==> src/rtl/prbs_generator.sv <==
// Byte-wide PRBS31 (x^31 + x^28 + 1) source, 8 LFSR steps per enabled cycle.
// Define PRBS_GEN_ERR_INJ_EN to build the manual/periodic single-bit error injection and inj_cnt.
module prbs_generator #(
    parameter logic [30:0] SEED       = 31'h0000_0001,
    parameter int          ERR_PERIOD = 0
) (
    input  logic        clk,
    input  logic        reset,
    input  logic        en,
    input  logic        reseed,
    input  logic        inj_req,
    input  logic [2:0]  inj_bit,
    output logic [7:0]  prbs,
    output logic        valid,
    output logic [15:0] inj_cnt
);

    logic [30:0] d_reg;
    logic [7:0]  prbs_reg;
    logic        valid_reg;
    logic [7:0]  nb;
    logic [7:0]  mask;
    logic        lockup;
    logic        advance;

    // nb[7] is the earliest serial bit: b[n] = b[n-31] ^ b[n-28]
    generate
        for (genvar gi = 0; gi < 8; gi++) begin : g_next_byte
            assign nb[7-gi] = d_reg[30-gi] ^ d_reg[27-gi];
        end
    endgenerate

    assign lockup  = (d_reg == 31'd0);
    assign advance = en && !reseed && !lockup;

    always_ff @(posedge clk or negedge reset) begin
        if (!reset) begin
            d_reg     <= SEED;
            prbs_reg  <= 8'h00;
            valid_reg <= 1'b0;
        end else if (reseed) begin
            d_reg <= SEED;
        end else if (en) begin
            valid_reg <= 1'b1;
            if (lockup) begin
                d_reg    <= SEED;
                prbs_reg <= 8'h00;
            end else begin
                // The LFSR always shifts the clean byte; only the output sees the mask.
                d_reg    <= {d_reg[22:0], nb};
                prbs_reg <= nb ^ mask;
            end
        end else begin
            valid_reg <= 1'b0;
        end
    end

`ifdef PRBS_GEN_ERR_INJ_EN
    logic        pend_reg;
    logic [2:0]  pend_bit_reg;
    logic [31:0] per_cnt_reg;
    logic [2:0]  rot_reg;
    logic [15:0] inj_cnt_reg;
    logic        man_active;
    logic [2:0]  man_bit;
    logic        per_hit;
    logic [7:0]  man_mask;
    logic [7:0]  per_mask;

    assign man_active = pend_reg || inj_req;
    assign man_bit    = pend_reg ? pend_bit_reg : inj_bit;
    assign per_hit    = (ERR_PERIOD > 0) && (per_cnt_reg == 32'(ERR_PERIOD - 1));
    assign man_mask   = man_active ? (8'h01 << man_bit) : 8'h00;
    assign per_mask   = per_hit ? (8'h01 << rot_reg) : 8'h00;
    assign mask       = man_mask | per_mask;

    always_ff @(posedge clk or negedge reset) begin
        if (!reset) begin
            pend_reg     <= 1'b0;
            pend_bit_reg <= 3'd0;
            per_cnt_reg  <= 32'd0;
            rot_reg      <= 3'd0;
            inj_cnt_reg  <= 16'h0000;
        end else begin
            if (reseed) begin
                per_cnt_reg <= 32'd0;
            end else if (advance) begin
                if (per_hit) begin
                    per_cnt_reg <= 32'd0;
                    rot_reg     <= rot_reg + 3'd1;
                end else if (ERR_PERIOD > 0) begin
                    per_cnt_reg <= per_cnt_reg + 32'd1;
                end
            end

            // First request wins until a byte consumes it.
            if (advance && man_active) begin
                pend_reg <= 1'b0;
            end else if (inj_req && !pend_reg) begin
                pend_reg     <= 1'b1;
                pend_bit_reg <= inj_bit;
            end

            if (advance && (mask != 8'h00) && (inj_cnt_reg != 16'hFFFF)) begin
                inj_cnt_reg <= inj_cnt_reg + 16'd1;
            end
        end
    end

    assign inj_cnt = inj_cnt_reg;
`else
    logic unused_inj;
    assign unused_inj = ^{inj_req, inj_bit, (ERR_PERIOD != 0)};
    assign mask       = 8'h00;
    assign inj_cnt    = 16'h0000;
`endif

    assign prbs  = prbs_reg;
    assign valid = valid_reg;

endmodule

==> config.mk <==
export PLATFORM = sky130hd
export DESIGN_NAME = prbs_generator
export DESIGN_NICKNAME = d
export VERILOG_FILES = /design/src/rtl/prbs_generator.sv
export SDC_FILE = /design/constraint.sdc
export NUM_CORES = 1
export LEC_CHECK = 0
export CELL_PAD_IN_SITES_DETAIL_PLACEMENT = 1
export CELL_PAD_IN_SITES_GLOBAL_PLACEMENT = 1
export CORE_ASPECT_RATIO = 0.5
export CORE_MARGIN = 2
export CORE_UTILIZATION = 43
export CTS_CLUSTER_SIZE = 28
export DETAILED_ROUTE_END_ITERATION = 10
export HOLD_SLACK_MARGIN = 0.1
export PLACE_DENSITY = 0.92
export SYNTH_ARGS = -nofsm -noshare
export SYNTH_HDL_FRONTEND = slang
export SYNTH_SLANG_ARGS = --single-unit
export TNS_END_PERCENT = 1
==> constraint.sdc <==
create_clock -name clk -period 3.4 [get_ports clk]
set_input_delay 0.68 -clock clk [delete_from_list [all_inputs] [get_ports clk]]
set_output_delay 0.68 -clock clk [all_outputs]
set_load 0.01 [all_outputs]
==> flow_summary.ini <==
[place]
dp_hpwl_um = 2800
io_buffers = 12
place.gp.congestion = 0.802

[yosys]
synth-xor-area-share_pct = 3.86
synthMuxAreaShare_pct = 12.7
synth_top_family_by_area = simple AND/OR/NAND/NOR gates
ys_seq_area_share_pct = 55.3
synth_area_per_cell_um2 = 10.9
yosys_register_bits = 40
synth_compound_area_share_pct = 5.45
ys_warn_count = 0
syn-instance-count = 167
synthAdderAreaFrac_pct = 0
synthSimpleGateAreaFrac_pct = 13.1
synth_area_um2 = 1810
ys_types = 22

[global_route]
grt_util_all_layers_pct = 19.2
antenna_found_initial = 0
grt_max_degree = 41
grt_pass1_vias = 1295
grt_first_pass_wirelength_um = 6710
overflow = 0

[min_path]
hp-class = in -> async

[routing]
wl_met2_um = 1980
drt_wl_total_um = 4020
vias = 1254
wl_met1_um = 1750
drtAntennaViolNets = 0
highest_layer = met4
route.detailed.drc = 0
met3_length_um = 221
drtIter0Drc = 79
avgRoutedWirePerCell_um = 17.3
routed_via_density = 5.41
firstDrtPassIters = 4

[floorplan]
design.portCount = 33
start_util_pct = 45.7
core_um2 = 3960
fp.dieW_um = 95.8
die_y_um = 49.9
fp.dieArea_um2 = 4780
num_rows = 16

[critical_path]
cp_max_fo = 2
cp_num_buf_inv = 1
worstSetupPathType = reg -> out
critPathTopFamily = buffers and inverters
crit_path_end_kind = output pin
worstPathCellList = clkdlybuf4s50_1
cp_slowest_cell = clkdlybuf4s50_1
start_kind = flip-flop
slowest_delay_ns = 0.54
worstPathArrival_ns = 1.21
worstPathRequired_ns = 2.72

[timing]
hold_violations = 0
finalSetupViolCount = 0
fin_crit_ns = 1.89
worst-slew-pin-transition_ns = 0.865
max_slew_margin_pct = 42.4
fin_setup_tns_ns = 0
rsz0062_at_grt = no
post-route-period-util_pct = 55.5
holdWs_ns = 0.493
finClkSkew_ns = 0.0141
timing.fmax_ghz = 0.530
slew_viol_final = 0

[final_layout]
register_area_um2 = 1000
drive_gt1_share_pct = 8.43
nets = 185
multi_input_area_um2 = 697
final_util_pct = 50.6
layout_commonest_cell = dfrtp_1
insertedDiodeCount = 0
syn_to_final_growth_pct = 10.7
final_cell_mix = dfrtp_1 (39), nor2_1 (30), mux2i_1 (23)
largest_reg_flops = 31
nFillCells = 440

[clocking]
clkLatencyLatePin_ns = 0.30
cts_resized = 0
cts-buffers-inserted = 5
clk_pin_slew_worst_paths_ns = 0.09
tritoncts = built
cts.sinks = 40
clock_path_buffers = 2
hold_buffers = 0
cts_setup_buffers = 0
cts-root-buf = clkbuf_8
htreeDepth = 2

[power_and_ir_drop]
power.density_nw_per_um2 = 488
p_switching_uw = 241
p_sw_share_pct = 24.6
p_int_uw = 739
power.total_uw = 980
cellLeakagePower_nw = 0.957
seqPwrFrac_pct = 51.6
clkPwrFrac_pct = 39.6
peakVddDrop_mv = 0.173
comb_power_share_pct = 8.8

[outcome]
status = finished, final reports clean

[flow_run]
maxCapViolations = 0
[worst reg2reg max path: stages, from the launching register on]
cell and delay (ns):
dfrtp_1 0.43, or4_4 0.55, nor4_2 0.16, nand4_1 0.12
a31oi_1 0.15
[cell type report]
type	instances	share of cell area, %
Multi-Input combinational cell	115	34.7
Sequential cell	40	49.9
Inverter	1	0.187
Tap cell	54	3.37
Clock buffer	5	3.43
Clock inverter	3	2.12
Timing Repair Buffer	14	6.23
[logic make-up (layout without fill, tap and decap cells)]
logic type	after synthesis	after routing
xor gates and xnor gates	8	8
buffers and inverters	27	23
and+or+nand+nor	52	52
other	1	16
DFF	40	40
muxes	23	23
AOI/OAI and AO/OA	16	16
[per-layer routing]
metal  up-vias  track usage (%)
li1        548                -
met1       647             24.0
met2        49             32.3
met3        10             5.20
met4         0             6.43
met5         -                0
[power by group through the flow]
stage	clock network, mW	logic [mW]	registers, mW
2_1_floorplan	0	0.0677	0.511
4_1_cts	0.391	0.0864	0.505
3_5_place_dp	0	0.0852	0.515
6_report	0.389	0.0860	0.506
3_3_place_gp	0	0.0804	0.513
5_1_grt	0.413	0.0955	0.507
[metrics by stage]
stage | worst slack, ns | cells | instance area, um2
detailed placement | 1.37 | 224 | 1900
finish | 1.51 | 232 | 2010
floorplan | 1.86 | 182 | 1870
global placement | 1.44 | 224 | 1900
CTS | 1.51 | 232 | 2010
global route | 1.48 | 232 | 2010
[path summary, 6_finish.rpt]
path	start	end	slack, ns	depth (start not counted)
worst min-delay path	reset	d_reg[19]	0.49	1
worst max register to register	d_reg[19]	d_reg[0]	1.91	4
max in group asynchronous	reset	d_reg[11]	2.36	1
worst min register to register	prbs[6]	prbs[6]	0.50	2
worst max-delay path	valid	valid	1.51	1
min in group clk	prbs[6]	prbs[6]	0.50	2
[cells in the mapped netlist]
| master | n | share of area, % |
|---|---|---|
| buf_2 | 4 | 1.1 |
| a211oi_1 | 7 | 2.9 |
| dfstp_2 | 1 | 1.4 |
| o21ai_0 | 5 | 1.4 |
| nor3_1 | 1 | 0.28 |
| nor4_1 | 6 | 2.1 |
| a31oi_1 | 1 | 0.35 |
| dfrtp_1 | 39 | 54 |
| o21ai_1 | 3 | 0.83 |
| mux2i_1 | 23 | 13 |
| or4_4 | 1 | 0.62 |
| nor4_2 | 1 | 0.69 |
| nand4_1 | 1 | 0.35 |
| nand2_1 | 10 | 2.1 |
| clkbuf_1 | 5 | 1.0 |
| buf_4 | 17 | 7.0 |
| nor2_1 | 30 | 6.2 |
| xnor2_1 | 8 | 3.9 |
| and4_1 | 1 | 0.48 |
| nand2b_1 | 1 | 0.35 |
| inv_1 | 1 | 0.21 |
| conb_1 | 1 | 0.21 |
(Power assumes the default switching activity.)
